==> src/rtl/conv_layer_sched.sv <==
// Sequencer for the convolution layer: admits NUM_PROD products into the register file, then issues grouped 3-port reads.
// Optional cycle/stall counters are compiled in with `define CONV_SCHED_PERF_EN.
module conv_layer_sched #(
   parameter int ADDR_W   = 4,
   parameter int NUM_PROD = 15,
   parameter int GROUP    = 3,
   parameter int ADD_LAT  = 1
) (
   input  logic              i_clk,
   input  logic              i_rst,
   input  logic              i_start,
   input  logic              i_in_valid,
   output logic              o_in_ready,
   output logic              o_wr_en,
   output logic [ADDR_W-1:0] o_wr_addr,
   output logic              o_rd_en,
   output logic [ADDR_W-1:0] o_rd_addr1,
   output logic [ADDR_W-1:0] o_rd_addr2,
   output logic [ADDR_W-1:0] o_rd_addr3,
   output logic              o_res_valid,
   output logic              o_busy,
   output logic              o_done
`ifdef CONV_SCHED_PERF_EN
   ,
   output logic [15:0]       o_perf_cycles,
   output logic [7:0]        o_perf_stalls
`endif
);

   localparam logic [ADDR_W-1:0] LAST_W = ADDR_W'(NUM_PROD - 1);
   localparam logic [ADDR_W-1:0] LAST_G = ADDR_W'(NUM_PROD / GROUP - 1);
   localparam logic [ADDR_W-1:0] STEP   = ADDR_W'(GROUP);

   typedef enum logic [2:0] {
      ST_IDLE  = 3'd0,
      ST_LOAD  = 3'd1,
      ST_READ  = 3'd2,
      ST_DRAIN = 3'd3,
      ST_DONE  = 3'd4
   } state_t;

   state_t              r_state;
   logic                r_in_ready;
   logic [ADDR_W-1:0]   r_wcnt;
   logic [ADDR_W-1:0]   r_gcnt;
   logic                r_rd_en;
   logic [ADDR_W-1:0]   r_rd_addr1;
   logic [ADDR_W-1:0]   r_rd_addr2;
   logic [ADDR_W-1:0]   r_rd_addr3;
   logic [ADDR_W-1:0]   r_pipe_unused_guard;
   logic [ADD_LAT-1:0]  r_pipe;
   logic                r_busy;
   logic                r_done;
   logic                w_wr_en;
   logic                w_pipe_tail_empty;

   // Write strobe follows the handshake directly so a stalled cycle never writes.
   always_comb begin
      w_wr_en           = i_in_valid & r_in_ready;
      w_pipe_tail_empty = ((r_pipe << 1) == '0);
   end

   // Phase sequencer; r_pipe carries each read issue forward to its adder result.
   always_ff @(posedge i_clk or posedge i_rst) begin
      if (i_rst) begin
         r_state             <= ST_IDLE;
         r_in_ready          <= 1'b0;
         r_wcnt              <= '0;
         r_gcnt              <= '0;
         r_rd_en             <= 1'b0;
         r_rd_addr1          <= '0;
         r_rd_addr2          <= '0;
         r_rd_addr3          <= '0;
         r_pipe_unused_guard <= '0;
         r_pipe              <= '0;
         r_busy              <= 1'b0;
         r_done              <= 1'b0;
      end else begin
         r_pipe <= (r_pipe << 1) | ADD_LAT'(r_rd_en);
         r_done <= 1'b0;
         case (r_state)
            ST_IDLE: begin
               if (i_start) begin
                  r_state    <= ST_LOAD;
                  r_busy     <= 1'b1;
                  r_in_ready <= 1'b1;
                  r_wcnt     <= '0;
               end
            end
            ST_LOAD: begin
               if (w_wr_en) begin
                  if (r_wcnt == LAST_W) begin
                     r_state    <= ST_READ;
                     r_in_ready <= 1'b0;
                     r_rd_en    <= 1'b1;
                     r_gcnt     <= '0;
                     r_rd_addr1 <= ADDR_W'(0);
                     r_rd_addr2 <= ADDR_W'(1);
                     r_rd_addr3 <= ADDR_W'(2);
                  end else begin
                     r_wcnt <= r_wcnt + ADDR_W'(1);
                  end
               end
            end
            ST_READ: begin
               if (r_gcnt == LAST_G) begin
                  r_state    <= ST_DRAIN;
                  r_rd_en    <= 1'b0;
                  r_rd_addr1 <= '0;
                  r_rd_addr2 <= '0;
                  r_rd_addr3 <= '0;
               end else begin
                  r_gcnt     <= r_gcnt + ADDR_W'(1);
                  r_rd_addr1 <= r_rd_addr1 + STEP;
                  r_rd_addr2 <= r_rd_addr2 + STEP;
                  r_rd_addr3 <= r_rd_addr3 + STEP;
               end
            end
            // Leave once only the oldest pipeline stage can still hold a result.
            ST_DRAIN: begin
               if (w_pipe_tail_empty) begin
                  r_state <= ST_DONE;
                  r_done  <= 1'b1;
               end
            end
            ST_DONE: begin
               r_state <= ST_IDLE;
               r_busy  <= 1'b0;
            end
            default: begin
               r_state    <= ST_IDLE;
               r_in_ready <= 1'b0;
               r_rd_en    <= 1'b0;
               r_busy     <= 1'b0;
            end
         endcase
      end
   end

`ifdef CONV_SCHED_PERF_EN
   logic [15:0] r_perf_cycles;
   logic [7:0]  r_perf_stalls;

   // Saturating pass statistics, restarted by each accepted start.
   always_ff @(posedge i_clk or posedge i_rst) begin
      if (i_rst) begin
         r_perf_cycles <= 16'h0000;
         r_perf_stalls <= 8'h00;
      end else if ((r_state == ST_IDLE) && i_start) begin
         r_perf_cycles <= 16'h0000;
         r_perf_stalls <= 8'h00;
      end else begin
         if (r_busy && (r_perf_cycles != 16'hFFFF)) begin
            r_perf_cycles <= r_perf_cycles + 16'h0001;
         end
         if ((r_state == ST_LOAD) && !i_in_valid && (r_perf_stalls != 8'hFF)) begin
            r_perf_stalls <= r_perf_stalls + 8'h01;
         end
      end
   end

   assign o_perf_cycles = r_perf_cycles;
   assign o_perf_stalls = r_perf_stalls;
`endif

   assign o_in_ready  = r_in_ready;
   assign o_wr_en     = w_wr_en;
   assign o_wr_addr   = r_wcnt;
   assign o_rd_en     = r_rd_en;
   assign o_rd_addr1  = r_rd_addr1;
   assign o_rd_addr2  = r_rd_addr2;
   assign o_rd_addr3  = r_rd_addr3;
   assign o_res_valid = r_pipe[ADD_LAT-1];
   assign o_busy      = r_busy;
   assign o_done      = r_done;

endmodule

==> config.mk <==
export PLATFORM = sky130hd
export DESIGN_NAME = conv_layer_sched
export DESIGN_NICKNAME = d
export VERILOG_FILES = /design/src/rtl/conv_layer_sched.sv
export SDC_FILE = /design/constraint.sdc
export NUM_CORES = 1
export LEC_CHECK = 0
export BUFFER_PORTS_ARGS = -buffer_cell sky130_fd_sc_hd__buf_2
export CORE_MARGIN = 1.5
export CORE_UTILIZATION = 49
export DETAILED_ROUTE_END_ITERATION = 6
export PLACE_DENSITY = 0.77
export SLEW_MARGIN = 20
export SYNTH_ARGS = -nofsm -noshare
export SYNTH_HDL_FRONTEND = slang
export SYNTH_SLANG_ARGS = --single-unit
==> constraint.sdc <==
create_clock -name i_clk -period 1.68 [get_ports i_clk]
set_clock_uncertainty 0.15 [all_clocks]
set_input_delay 0.168 -clock i_clk [delete_from_list [all_inputs] [get_ports i_clk]]
set_output_delay 0.168 -clock i_clk [all_outputs]
set_load 0.03 [all_outputs]
## Yosys cells after proc, flatten, opt, wreduce, memory -nomap -nowiden

Index checks and enable logic that the tools add are counted.

| storage, ports and cells | value |
|---|---|
| logic and storage cells | 78 |
| output and inout port bits | 22 |
| register bits after elaboration | 28 |
| input port bits | 4 |

| operators by class | value |
|---|---|
| eq/ne operators | 12 |
| mux-type cells | 33 |
| $add $sub $neg | 5 |
| reduce and logical (&&, ||, !) cells | 13 |
| bitwise operators | 4 |

Operators by type and width:

| kind | count |
|---|---|
| 4-bit two-way mux | 13 |
| 4-bit case mux with 2 select lines | 5 |
| 4-bit AND reduction | 5 |
| 4-bit by 2-bit adder with 4-bit output (second input constant) | 3 |
| 3-bit two-way mux | 4 |
| 2-bit != test (second input constant) | 6 |
| 3-bit case mux with 4 select lines | 1 |
| 3-bit OR reduction | 3 |
| 4-bit by 1-bit adder with 4-bit output (second input constant) | 2 |
| 1-bit two-way mux | 7 |
| 3-bit by 2-bit equality test with 1-bit output (second input constant) | 2 |
| 1-bit case mux with 3 select lines | 2 |
| 4-bit by 3-bit equality test with 1-bit output (second input constant) | 1 |
| 4-bit equality test (second input constant) | 1 |
| 2-bit nonzero test | 2 |
| 3-bit by 1-bit equality test with 1-bit output (second input constant) | 1 |
| 3-bit equality test (second input constant) | 1 |
| 3-bit zero test | 1 |
| 1-bit inverter | 3 |
| 3-bit AND reduction | 1 |
| 1-bit case mux with 2 select lines | 1 |
| 2-bit AND reduction | 1 |
| 1-bit bitwise AND | 1 |

## Logic depth before layout (Yosys ltp)

Gate-level depths: netlist (run 1).

| depth | value |
|---|---|
| depth in word-level cells | 4 |
| gate-level depth with buffers | 8 |
| depth with buffers taken out | 6 |

## Least setup slack after synthesis (run 1)

No wires, ideal clock.

| timing | value |
|---|---|
| path type | reg-to-reg |
| from | register r_wcnt[0], in the netlist o_wr_addr[0] |
| to | register r_wcnt[3], in the netlist o_wr_addr[3] |
| data required time | 1.405 ns |
| setup time | 0.125 ns |
| stages on the path, launching flop included | 7 |
| buffers on the path | 0 |
| clock period less this slack | 1.926 ns |
| arrival | 1.651 ns |
| path slack | -0.246 ns |
| path through | dfrtp_1 inv_1 ha_1 and3_1 o21ai_0 nand3_1 mux2_2 |

| on the way | value |
|---|---|
| word-level cells in the longest chain between the ends | 4 |
| elaborated cells on any way between the ends | 7 |
| classes of those cells | 1 x add/sub; 2 x eq/ne; 3 x mux; 1 x reduce/logical |

Ends and longest elaborated chain:

| what | RTL line | source |
|---|---|---|
| from (decl) | 44 | `logic [ADDR_W-1:0] r_wcnt;` |
| from (signal assigned) | 101 | `r_wcnt <= r_wcnt + ADDR_W'(1);` |
| 4-bit by 1-bit adder with 4-bit output | 101 |  |
| 4-bit two-way mux | 92 | `if (r_wcnt == LAST_W) begin` |
| 4-bit two-way mux | 91 | `if (w_wr_en) begin` |
| 4-bit case mux with 2 select lines | 81 | `case (r_state)` |

Several ways; a longest one is shown, not always the timed one. The select of a mux whose other input is x is not followed.
A chain may end at the register's enable or synchronous reset.

## Final worst setup path (run 1)

| timing | value |
|---|---|
| from | register r_gcnt[1] |
| to | register r_gcnt[3] |

| on the way | value |
|---|---|
| word-level cells in the longest chain between the ends | 3 |
| elaborated cells on any way between the ends | 6 |
| classes of those cells | 1 x add/sub; 2 x eq/ne; 2 x mux; 1 x reduce/logical |

Ends and longest elaborated chain:

| what | RTL line | source |
|---|---|---|
| from (decl) | 45 | `logic [ADDR_W-1:0] r_gcnt;` |
| from (signal assigned) | 113 | `r_gcnt <= r_gcnt + ADDR_W'(1);` |
| 4-bit by 1-bit adder with 4-bit output / 4-bit by 3-bit equality test with 1-bit output (equally long branches) | 113, 106 |  |
| 4-bit two-way mux / 2-bit != test (equally long branches) | -- |  |
| 4-bit case mux with 2 select lines / 4-bit AND reduction (equally long branches) | -- |  |

Several ways; a longest one is shown, not always the timed one. The select of a mux whose other input is x is not followed.

==> results of run 1 <==
[path summary, 6_finish.rpt]
path,startpoint,endpoint,slack (ns),cells after the start
min in group asynchronous,i_rst,o_rd_addr1[1],0.26,4
worst max-delay path,r_gcnt[1],r_gcnt[3],0.02,6
worst min register to register,o_rd_en,o_res_valid,0.28,0
worst min-delay path,i_start,r_state[0],0.09,3
max in group asynchronous,i_rst,o_wr_addr[0],0.83,4
worst max register to register,r_gcnt[1],r_gcnt[3],0.02,6
[where the power goes]
group / total [W] / internal (W) / switching [W]
clock: 0.000328 / 0.000133 / 0.000195
combinational: 0.00179 / 0.000689 / 0.00110
sequential: 0.00124 / 0.000969 / 0.000273
total: 0.00336 / 0.00179 / 0.00157
[state kept, by name (all words and copies together), names as in the netlist, 3 cells and up]
name        count
o_rd_addr1      4
o_rd_addr2      4
o_rd_addr3      4
o_wr_addr       4
r_gcnt          4
r_state         3
[layout make-up]
cell class / count / area [um^2]
clock buffer: 4 / 36.3
fill: 216 / 948
inverter: 12 / 45.0
multi-input combinational: 98 / 731
sequential: 28 / 704
tap: 31 / 38.8
timing repair buffer: 44 / 278
[tightest hold or removal path: cells and delay by family]
kind                   cells  cell delay, ns
AND/OR/NAND/NOR            1            0.18
AO/OA/AOI/OAI              1            0.08
buffers and inverters      1            0.11
[metrics by stage]
stage               instances  cell area, um^2
floorplan                 143             1460
global placement          205             1650
detailed placement        205             1650
CTS                       211             1710
global route              217             1830
finish                    217             1830
[cell usage after synthesis]
cell,count
sky130_fd_sc_hd__nor2_4,1
sky130_fd_sc_hd__nand2_2,1
sky130_fd_sc_hd__or3_1,1
sky130_fd_sc_hd__and3b_1,1
sky130_fd_sc_hd__o21ai_0,14
sky130_fd_sc_hd__nor3b_4,1
sky130_fd_sc_hd__nor3_1,9
sky130_fd_sc_hd__o2bb2ai_1,1
sky130_fd_sc_hd__buf_6,4
sky130_fd_sc_hd__a311o_1,1
sky130_fd_sc_hd__mux2i_1,2
sky130_fd_sc_hd__a21o_1,3
sky130_fd_sc_hd__nor2b_1,4
sky130_fd_sc_hd__nor3b_1,1
sky130_fd_sc_hd__xnor2_1,1
sky130_fd_sc_hd__nand2b_4,1
sky130_fd_sc_hd__a31oi_1,5
sky130_fd_sc_hd__nand3_1,7
sky130_fd_sc_hd__clkbuf_1,1
sky130_fd_sc_hd__o31ai_1,1
sky130_fd_sc_hd__mux2_2,2
sky130_fd_sc_hd__nand2_1,9
sky130_fd_sc_hd__dfrtp_1,28
sky130_fd_sc_hd__o211ai_1,1
sky130_fd_sc_hd__and2_1,3
sky130_fd_sc_hd__and3_1,4
sky130_fd_sc_hd__nor3b_2,1
sky130_fd_sc_hd__o22ai_1,2
sky130_fd_sc_hd__ha_1,7
sky130_fd_sc_hd__a21oi_1,1
sky130_fd_sc_hd__inv_1,12
sky130_fd_sc_hd__a2111oi_0,1
sky130_fd_sc_hd__nor2_1,11
sky130_fd_sc_hd__or3b_4,1
[cell usage in the layout (no fill, tap or decap), types with 2 or more instances in the layout]
master / n
sky130_fd_sc_hd__buf_2: 25
sky130_fd_sc_hd__dfrtp_1: 25
sky130_fd_sc_hd__buf_4: 16
sky130_fd_sc_hd__nor2_1: 11
sky130_fd_sc_hd__o21ai_0: 10
sky130_fd_sc_hd__nand2_1: 9
sky130_fd_sc_hd__inv_1: 8
sky130_fd_sc_hd__nor3_1: 6
sky130_fd_sc_hd__nand3_1: 6
sky130_fd_sc_hd__a31oi_1: 5
sky130_fd_sc_hd__ha_1: 5
sky130_fd_sc_hd__inv_2: 4
sky130_fd_sc_hd__nor2b_1: 4
sky130_fd_sc_hd__o21ai_2: 3
sky130_fd_sc_hd__a21o_1: 3
sky130_fd_sc_hd__clkbuf_4: 3
sky130_fd_sc_hd__dfrtp_2: 3
sky130_fd_sc_hd__nor3b_4: 2
sky130_fd_sc_hd__and3_4: 2
sky130_fd_sc_hd__o22ai_1: 2
sky130_fd_sc_hd__mux2i_1: 2
sky130_fd_sc_hd__nor3_2: 2
sky130_fd_sc_hd__and3_1: 2
sky130_fd_sc_hd__mux2_2: 2
sky130_fd_sc_hd__and2_1: 2
sky130_fd_sc_hd__buf_6: 2
[kinds of logic after synthesis]
| group | Yosys count | share of synthesized area |
|---|---|---|
| AND/OR/NAND/NOR | 56 | 0.223 |
| AO/OA/AOI/OAI | 30 | 0.128 |
| flip-flops | 28 | 0.487 |
| buffers and inverters | 17 | 0.0653 |
| adder cells (fa/ha/maj) | 7 | 0.0609 |
| multiplexers | 4 | 0.0296 |
| XOR/XNOR | 1 | 0.00609 |
[repair_timing]
item / CTS / global route
endpoints found under the setup margin: 5 / 18
gates resized for setup: 2 / 25
endpoints found under the hold margin: 28 / 0
pin swaps: 0 / 13
buffers inserted: 1 / 6
hold buffers: 1 / 0
gates cloned: 0 / 0
[routing by layer]
layer / vias to the layer above / GRT usage / routed length [um]
li1: 587 / - / -
met2: 39 / 0.365 / 1570
met1: 587 / 0.225 / 1330
met3: 2 / 0.0454 / 142
met4: 0 / 0.0299 / 17
met5: - / 0 / 0
==> flow_summary.yaml, run 1 <==
status:
  result_of_the_run: "finished clean"
synth:
  netlist.area_leader.share: 0.487
  yosysWarnings: 0
  net_count_after_synthesis: 154
  synth.area.top_cells: "sky130_fd_sc_hd__dfrtp_1 (49%), sky130_fd_sc_hd__ha_1 (6.1%), sky130_fd_sc_hd__o21ai_0 (4.9%)"
  syn-mean-instance-area_um2: 10.1
  netlist_area_um2: 1440
  synth_cells: 143
  yosys_register_bits: 28
  synthDistinctLibCells: 34
  post_synthesis_sequential_area_ratio: 0.487
  synth_top_cell_by_area: "sky130_fd_sc_hd__dfrtp_1"
timing:
  setup_repair_after_global_routing_missed_its_margin: "true"
  tightest_slew_ns: 0.353
  period_minus_slack_ns: 1.66
  timing.final.crit_share: 0.991
  worst_slew_margin_rel: 0.762
  max_clock_freq_mhz: 601
  postLayoutSetupSlackWorst_ns: 0.0151
  hold_viol_final: 0
  hold_ws_ns: 0.0865
  setup_viol: 0
  fin_setup_tns_ns: 0
  timing_max_transition_violations_final: 0
critical_path:
  setup.worst_path.start_class: "flip-flop"
  critical-path-max-stage-delay_ns: 0.39
  critical_path_fanout_max: 5
  worst_path_dominant_cell_family: "simple AND/OR/NAND/NOR gates"
  number_of_buffers_and_inverters_on_the_critical_path: 1
  timing.critical_path.to_type: "flip-flop"
  path_class: "reg2reg"
  worst_ep_arrival_time_ns: 1.78
  required_ns: 1.80
  cp_max_delay_cell: "sky130_fd_sc_hd__dfrtp_1"
  path_cells: "inv_2 -> ha_2 -> and3b_2 -> nand2b_4 -> or3_1 -> a21oi_1"
routing:
  ant_nets: 0
  drc: 0
  vias: 1215
  starting_drt_drc_count: 37
  post_drt_wl_per_cell_um: 14.1
  drt_pass1_iterations: 4
  routed_wl_um: 3060
  via_per_inst: 5.60
job:
  maxCapViolations: 0
final_layout:
  synthToLayoutAreaGrowth_pct: 27.5
  final_util: 0.659
  insertedDiodeCount: 0
  drive_above_1_share: 0.414
  nNetsFinal: 198
placement:
  gp_congestion: 0.842
  dp_hpwl_um: 2150
  detailedPlace.worstSlack_ns: -0.0132
  placement.io_buffers: 25
floorplanning:
  die_height_um: 57.2
  core_area_um2: 2780
  row_count: 19
  die-width_um: 57.2
  num_io_pins: 26
  start_util: 0.517
  dieArea_um2: 3270
power_and_ir_drop:
  power.static_leakage_nw: 0.878
  totalPowerFinal_w: 0.00336
  power.density_cell_area_nw_per_um2: 1830
  irDropWorstVdd_v: 0.00147
grt:
  grt_start_max_net_pins: 29
  antenna_found_initial: 0
  gr-usage-all-layers: 0.193
  grt_first_pass_wirelength_um: 5020
  grt_overflow: 0
  grt_pass1_vias: 1161
clock_network:
  clock-root-buffer: "sky130_fd_sc_hd__clkbuf_4"
  numCtsBuffers: 3
  cts_clock_pin_slew_for_the_worst_setup_and_hold_paths_ns: 0.15
  clock_tree_from_tritoncts: "built"
  cts_buffer_depth: 2
  cts_max_level: 1
  clk-insertion-delay-late_ns: 0.33
  cts_num_sinks: 28
min_path:
  hold_path.class: "in2reg"
No activity file was read; power rests on OpenSTA's default activity.
==> run 2, diff against run 1 <==
--- a/config.mk
+++ b/config.mk
@@ -5,11 +5,12 @@
 export SDC_FILE = /design/constraint.sdc
 export NUM_CORES = 1
 export LEC_CHECK = 0
+export ABC_AREA = 1
 export BUFFER_PORTS_ARGS = -buffer_cell sky130_fd_sc_hd__buf_2
 export CORE_MARGIN = 1.5
-export CORE_UTILIZATION = 49
+export CORE_UTILIZATION = 50
 export DETAILED_ROUTE_END_ITERATION = 6
-export PLACE_DENSITY = 0.77
+export PLACE_DENSITY = 0.78
 export SLEW_MARGIN = 20
 export SYNTH_ARGS = -nofsm -noshare
 export SYNTH_HDL_FRONTEND = slang
==> run 2 against run 1 <==
The run now ends with DRC left. Worst setup slack improved by 0.12 ns. Area after synthesis rose by 6.2%. Via count did not move. Combinational power fell by 69%. Design area fell by 3.8%. Synthesized cell count rose by 29%. Non-clock buffer count fell by 15. Maximum frequency rose by 7.9%. Cell count rose by 14%. Flip-flop and latch count did not move. Clock-buffer cell count fell by 1. Critical path depth rose by 3. Largest cell class unchanged.
==> flow_summary.yaml, run 2 <==
synth:
  yosys_register_bits: 28
  synthDistinctLibCells: 22
  syn-mean-instance-area_um2: 8.25
  synth-edff-count: 0
  net_count_after_synthesis: 196
  async_flop_share: 1.00
  synth.area.top_cells: "sky130_fd_sc_hd__dfrtp_1 (46%), sky130_fd_sc_hd__nand2_1 (13%), sky130_fd_sc_hd__ha_1 (5.7%)"
  yosysMostFrequentCell: "sky130_fd_sc_hd__nand2_1"
  synth-main-ff-cell: "sky130_fd_sc_hd__dfrtp_1"
  ys_top_cells_by_count: "sky130_fd_sc_hd__nand2_1 (53), sky130_fd_sc_hd__dfrtp_1 (28), sky130_fd_sc_hd__inv_1 (21)"
  netlist.area_leader.share: 0.459
  netlist_area_um2: 1530
  post_synthesis_sequential_area_ratio: 0.459
  synth_cells: 185
  yosysWarnings: 0
  synth_top_cell_by_area: "sky130_fd_sc_hd__dfrtp_1"
clock_network:
  clock-root-buffer: "sky130_fd_sc_hd__clkbuf_4"
  cts_max_level: 1
  clk-insertion-delay-late_ns: 0.33
  cts_setup_buffers: 0
  cts_num_sinks: 28
  cts_buffer_depth: 2
  cts_clock_pin_slew_for_the_worst_setup_and_hold_paths_ns: 0.15
  clock_tree_from_tritoncts: "built"
  numCtsBuffers: 3
grt:
  grt_pass1_vias: 1032
  grt_first_pass_wirelength_um: 4480
  grt_overflow: 0
  gr-usage-all-layers: 0.172
  grt_start_max_net_pins: 29
  antenna_found_initial: 0
power_and_ir_drop:
  power.density_cell_area_nw_per_um2: 1030
  p_int_w: 0.00115
  power.static_leakage_nw: 0.981
  power_switching_share: 0.365
  totalPowerFinal_w: 0.00181
  share_of_total_power_in_combinational_logic: 0.305
  power_switching_w: 0.000661
  irDropWorstVdd_v: 0.000564
  sequentialPowerShare: 0.455
  power.share.clock: 0.241
floorplanning:
  num_io_pins: 26
  row_count: 19
  die_height_um: 58.3
  die-width_um: 58.3
  dieArea_um2: 3390
  start_util: 0.540
  core_area_um2: 2830
routing:
  drc: 2
  via_per_inst: 4.92
  drt_pass1_iterations: 6
  ant_nets: 0
  starting_drt_drc_count: 71
  vias: 1215
  routed_wl_um: 2630
  post_drt_wl_per_cell_um: 10.7
final_layout:
  ff_latch_area_um2: 702
  multiInputGateArea_um2: 716
  insertedDiodeCount: 0
  final_cell_mix: "sky130_fd_sc_hd__nand2_1 (53), sky130_fd_sc_hd__dfrtp_1 (27), sky130_fd_sc_hd__buf_2 (25)"
  num-fill-cells: 242
  final_common_cell: "sky130_fd_sc_hd__nand2_1"
  drive_above_1_share: 0.236
  nNetsFinal: 228
  synthToLayoutAreaGrowth_pct: 15.6
placement:
  placement.io_buffers: 25
  detailedPlace.worstSlack_ns: 0.144
  dp_hpwl_um: 2000
  gp_congestion: 0.822
timing:
  fin_setup_tns_ns: 0
  setup_viol: 0
  hold_viol_final: 0
  max_clock_freq_mhz: 648
  tightest_slew_ns: 0.351
  timing_max_transition_violations_final: 0
  postLayoutSetupSlackWorst_ns: 0.137
  setup_repair_after_global_routing_missed_its_margin: "false"
  timing.final.crit_share: 0.919
  period_minus_slack_ns: 1.54
  worst_slew_margin_rel: 0.766
min_path:
  hold_path.class: "in2reg"
status:
  result_of_the_run: "complete, but fails checks"
  failed_checks: "DRC"
critical_path:
  critical_path_fanout_max: 9
  worst_ep_arrival_time_ns: 1.64
  setup.worst_path.start_class: "flip-flop"
  timing.critical_path.to_type: "flip-flop"
  required_ns: 1.77
  path_class: "reg2reg"
job:
  maxCapViolations: 0
run 2: changes by cell type after synthesis, moves of 4 or more:
cell / change
sky130_fd_sc_hd__nand4_1: +5
sky130_fd_sc_hd__o21ai_0: -9
sky130_fd_sc_hd__nor3_1: -9
sky130_fd_sc_hd__nor2b_1: -4
sky130_fd_sc_hd__inv_2: +5
sky130_fd_sc_hd__nand3_1: +8
sky130_fd_sc_hd__nand2_1: +44
sky130_fd_sc_hd__and3_1: -4
sky130_fd_sc_hd__buf_6: -4
sky130_fd_sc_hd__inv_1: +9
sky130_fd_sc_hd__a21oi_1: +7
sky130_fd_sc_hd__nand2_4: +5
run 2: layer usage:
metal,part of all wire,global-route usage
met1,0.53,0.251
met2,0.43,0.260
met3,0.039,0.0469
met4,0.0049,0.0299
met5,0,0
run 2: final timing paths:
check	cells past startpoint	startpoint	endpoint	slack, ns
worst max-delay path	9	o_wr_addr[0]	o_rd_addr1[2]	0.14
worst min register to register	0	o_rd_en	o_res_valid	0.28
worst max register to register	9	o_wr_addr[0]	o_rd_addr1[2]	0.14
worst min-delay path	5	i_start	r_state[0]	0.07
max in group asynchronous	4	i_rst	o_wr_addr[0]	0.83
min in group asynchronous	4	i_rst	o_wr_addr[1]	0.28
run 2: layout make-up:
cell class	count	area share
multi-input cells	129	0.406
flip-flops and latches	28	0.398
well taps	31	0.0220
clock buffers	3	0.0128
repair buffers	29	0.0894
inverters	26	0.0553
clock inverters	1	0.0170
run 2: timing repair:
| item | 4_1_cts | 5_1_grt |
|---|---|---|
| hold buffers | 1 | 0 |
| endpoints found under the setup margin | 0 | 1 |
| gates resized for setup | 0 | 1 |
| hold endpoints to repair | 28 | 0 |
run 2: metrics by stage:
| step | area [um^2] | hold WS, ns | util | instances |
|---|---|---|---|---|
| global route | 1760 | 0.0792 | 0.624 | 247 |
| CTS | 1760 | 0.0577 | 0.623 | 247 |
| detailed placement | 1700 | 0.101 | 0.601 | 242 |
| global placement | 1700 | 0.0989 | 0.601 | 242 |
| finish | 1760 | 0.0706 | 0.624 | 247 |
| floorplan | 1530 | 0.0834 | - | 185 |
run 2: kinds of logic after synthesis:
logic type,after synthesis,synth area share
xor gates and xnor gates,5,0.0287
AOI/OAI and AO/OA,18,0.0606
buffers and inverters,28,0.0721
DFF,28,0.459
adders and majority gates,7,0.0574
and+or+nand+nor,99,0.322
run 2: critical path, stage by stage, from the launching register on:
cell,delay (ns)
sky130_fd_sc_hd__dfrtp_2,0.47
sky130_fd_sc_hd__inv_1,0.07
sky130_fd_sc_hd__ha_1,0.18
sky130_fd_sc_hd__nand3_2,0.11
sky130_fd_sc_hd__nor2_4,0.12
sky130_fd_sc_hd__nand2_4,0.08
sky130_fd_sc_hd__nand2_4,0.12
sky130_fd_sc_hd__inv_2,0.06
sky130_fd_sc_hd__nand2_1,0.05
sky130_fd_sc_hd__nand2_1,0.04
run 2: power groups by stage:
stage	sequential (W)	clock, W	combinational [W]
floorplan	0.000908	0	0.000343
global route	0.000837	0.000469	0.000622
global placement	0.000832	0	0.000548
finish	0.000823	0.000436	0.000552
detailed placement	0.000834	0	0.000552
CTS	0.000820	0.000449	0.000555
==> run 3, diff against run 2 <==
--- a/config.mk
+++ b/config.mk
@@ -11,6 +11,7 @@
 export CORE_UTILIZATION = 50
 export DETAILED_ROUTE_END_ITERATION = 6
 export PLACE_DENSITY = 0.78
+export RECOVER_POWER = 100
 export SLEW_MARGIN = 20
 export SYNTH_ARGS = -nofsm -noshare
 export SYNTH_HDL_FRONTEND = slang
==> run 3 against run 2 <==
The run still ends with DRC left. Flip-flop and latch count did not move. Design area fell by 1.6%. Worst setup slack improved by 0.0028 ns. Sequential power barely moved. First-iteration DRC count fell by 2.8%. Maximum frequency rose by 0.18%. Clock power barely moved. Register-to-register slack barely moved. Global-route usage did not move. Cell count did not move. Critical path depth did not move.
==> flow_summary.yaml, run 3 (same netlist as run 2, synthesis figures left out) <==
timing:
  fin_setup_tns_ns: 0
  max_clock_freq_mhz: 649
  hold_viol_final: 0
  setup_viol: 0
  worst_slew_margin_rel: 0.542
  timing.final.crit_share: 0.917
  period_minus_slack_ns: 1.54
  tightest_slew_ns: 0.687
  timing_max_transition_violations_final: 0
  setup_repair_after_global_routing_missed_its_margin: "false"
critical_path:
  worst_ep_arrival_time_ns: 1.63
  timing.critical_path.to: "o_rd_addr1[2]"
  path_class: "reg2reg"
  destination_of_the_worst_register_to_register_timing_path: "o_rd_addr1[2]"
  number_of_buffers_and_inverters_on_the_critical_path: 2
  critical_path_depth: 9
  required_ns: 1.77
  cp_max_delay_cell: "sky130_fd_sc_hd__dfrtp_2"
  setup.reg_to_reg.worst_slack_ns: 0.14
  critical_path_fanout_max: 9
  timing.critical_path.to_type: "flip-flop"
  setup.worst_path.start_class: "flip-flop"
  worst_setup_path_startpoint: "o_wr_addr[0]"
  worst_path_dominant_cell_family: "simple AND/OR/NAND/NOR gates"
  critical-path-max-stage-delay_ns: 0.47
  path_cells: "inv_1 -> ha_1 -> nand3_2 -> nor2_4 -> nand2_4 -> nand2_4 -> inv_2 -> nand2_1 -> nand2_1"
  reg2reg_from: "o_wr_addr[0]"
  r2r_cells: 9
clock_network:
  cts_max_level: 1
  cts_num_sinks: 28
  clk-insertion-delay-late_ns: 0.33
  clock_tree_from_tritoncts: "built"
  clock-root-buffer: "sky130_fd_sc_hd__clkbuf_4"
  cts_buffer_depth: 2
  numCtsBuffers: 3
  cts_clock_pin_slew_for_the_worst_setup_and_hold_paths_ns: 0.15
  cts_setup_buffers: 0
routing:
  drt_pass1_iterations: 6
  starting_drt_drc_count: 69
  via_per_inst: 4.96
  ant_nets: 0
  routed_wl_um: 2660
  vias: 1224
  drc: 2
  post_drt_wl_per_cell_um: 10.7
floorplanning:
  core_area_um2: 2830
  start_util: 0.540
  die_height_um: 58.3
  dieArea_um2: 3390
  num_io_pins: 26
  row_count: 19
  die-width_um: 58.3
grt:
  grt_start_max_net_pins: 29
  grt_first_pass_wirelength_um: 4480
  grt_pass1_vias: 1032
  antenna_found_initial: 0
  gr-usage-all-layers: 0.172
  grt_overflow: 0
placement:
  gp_congestion: 0.822
  dp_hpwl_um: 2000
  placement.io_buffers: 25
final_layout:
  drive_above_1_share: 0.144
  insertedDiodeCount: 0
  synthToLayoutAreaGrowth_pct: 13.8
  nNetsFinal: 228
  final_common_cell: "sky130_fd_sc_hd__nand2_1"
  final_cell_mix: "sky130_fd_sc_hd__nand2_1 (53), sky130_fd_sc_hd__dfrtp_1 (27), sky130_fd_sc_hd__inv_1 (21)"
power_and_ir_drop:
  power.density_cell_area_nw_per_um2: 1040
  irDropWorstVdd_v: 0.000561
  power.static_leakage_nw: 0.897
  totalPowerFinal_w: 0.00180
job:
  maxCapViolations: 0
status:
  failed_checks: "DRC"
  result_of_the_run: "complete, but fails checks"
min_path:
  hold_path.class: "in2reg"
-- run 3: changes by cell type in the layout (fill, tap and decap cells not counted) --
cell,change
sky130_fd_sc_hd__buf_2,-21
sky130_fd_sc_hd__clkbuf_1,+20
sky130_fd_sc_hd__clkbuf_2,+2
sky130_fd_sc_hd__buf_4,-1
-- run 3: area by class of cell --
cell class | instances | area, um^2
Clock buffer | 3 | 22.5
Timing Repair Buffer | 29 | 130
Clock inverter | 1 | 30.0
Inverter | 26 | 97.6
Multi-Input combinational cell | 129 | 716
Tap cell | 31 | 38.8
Fill cell | 256 | 1090
Sequential cell | 28 | 702
-- run 3: report_power, final --
group	internal (W)	total, W	switching [W]
Clock	0.000241	0.000436	0.000195
Combinational	0.000162	0.000540	0.000378
Sequential	0.000735	0.000824	0.0000886
-- run 3: repair_timing --
item	in CTS	in global routing
gates resized for setup	0	1
hold buffers	1	0
hold endpoints to repair	28	0
setup endpoints to repair	0	1
-- run 3: worst register-to-register path, cell delays in order, from the launching register on --
cell                      delay (ns)
sky130_fd_sc_hd__dfrtp_2        0.47
sky130_fd_sc_hd__inv_1          0.07
sky130_fd_sc_hd__ha_1           0.18
sky130_fd_sc_hd__nand3_2        0.11
sky130_fd_sc_hd__nor2_4         0.12
sky130_fd_sc_hd__nand2_4        0.08
sky130_fd_sc_hd__nand2_4        0.12
sky130_fd_sc_hd__inv_2          0.06
sky130_fd_sc_hd__nand2_1        0.05
sky130_fd_sc_hd__nand2_1        0.04
-- run 3: worst min-delay path by stage --
stage | to | startpoint | cells past startpoint
after floorplan | o_busy | i_rst | 1
after global placement | o_res_valid | i_rst | 3
after detailed placement | o_rd_addr2[3] | i_rst | 3
after CTS | r_state[0] | i_start | 5
after global routing | r_state[0] | i_start | 5
final | r_state[0] | i_start | 5
-- run 3: routing by layer --
| layer | global-route usage | part of all wire |
|---|---|---|
| met3 | 0.0469 | 0.039 |
| met4 | 0.0299 | 0.0045 |
| met5 | 0 | 0 |
| met1 | 0.251 | 0.54 |
| met2 | 0.260 | 0.42 |
-- run 3: metrics by stage --
stage	utilization	cells	instance area [um^2]	hold WS, ns	setup WS [ns]
after global placement	0.601	242	1700	0.0989	0.184
after floorplan	-	185	1530	0.0834	0.0809
after CTS	0.623	247	1760	0.0577	0.119
after global routing	0.614	247	1740	0.0792	0.0112
after detailed placement	0.601	242	1700	0.101	0.144
final	0.614	247	1740	0.0657	0.140
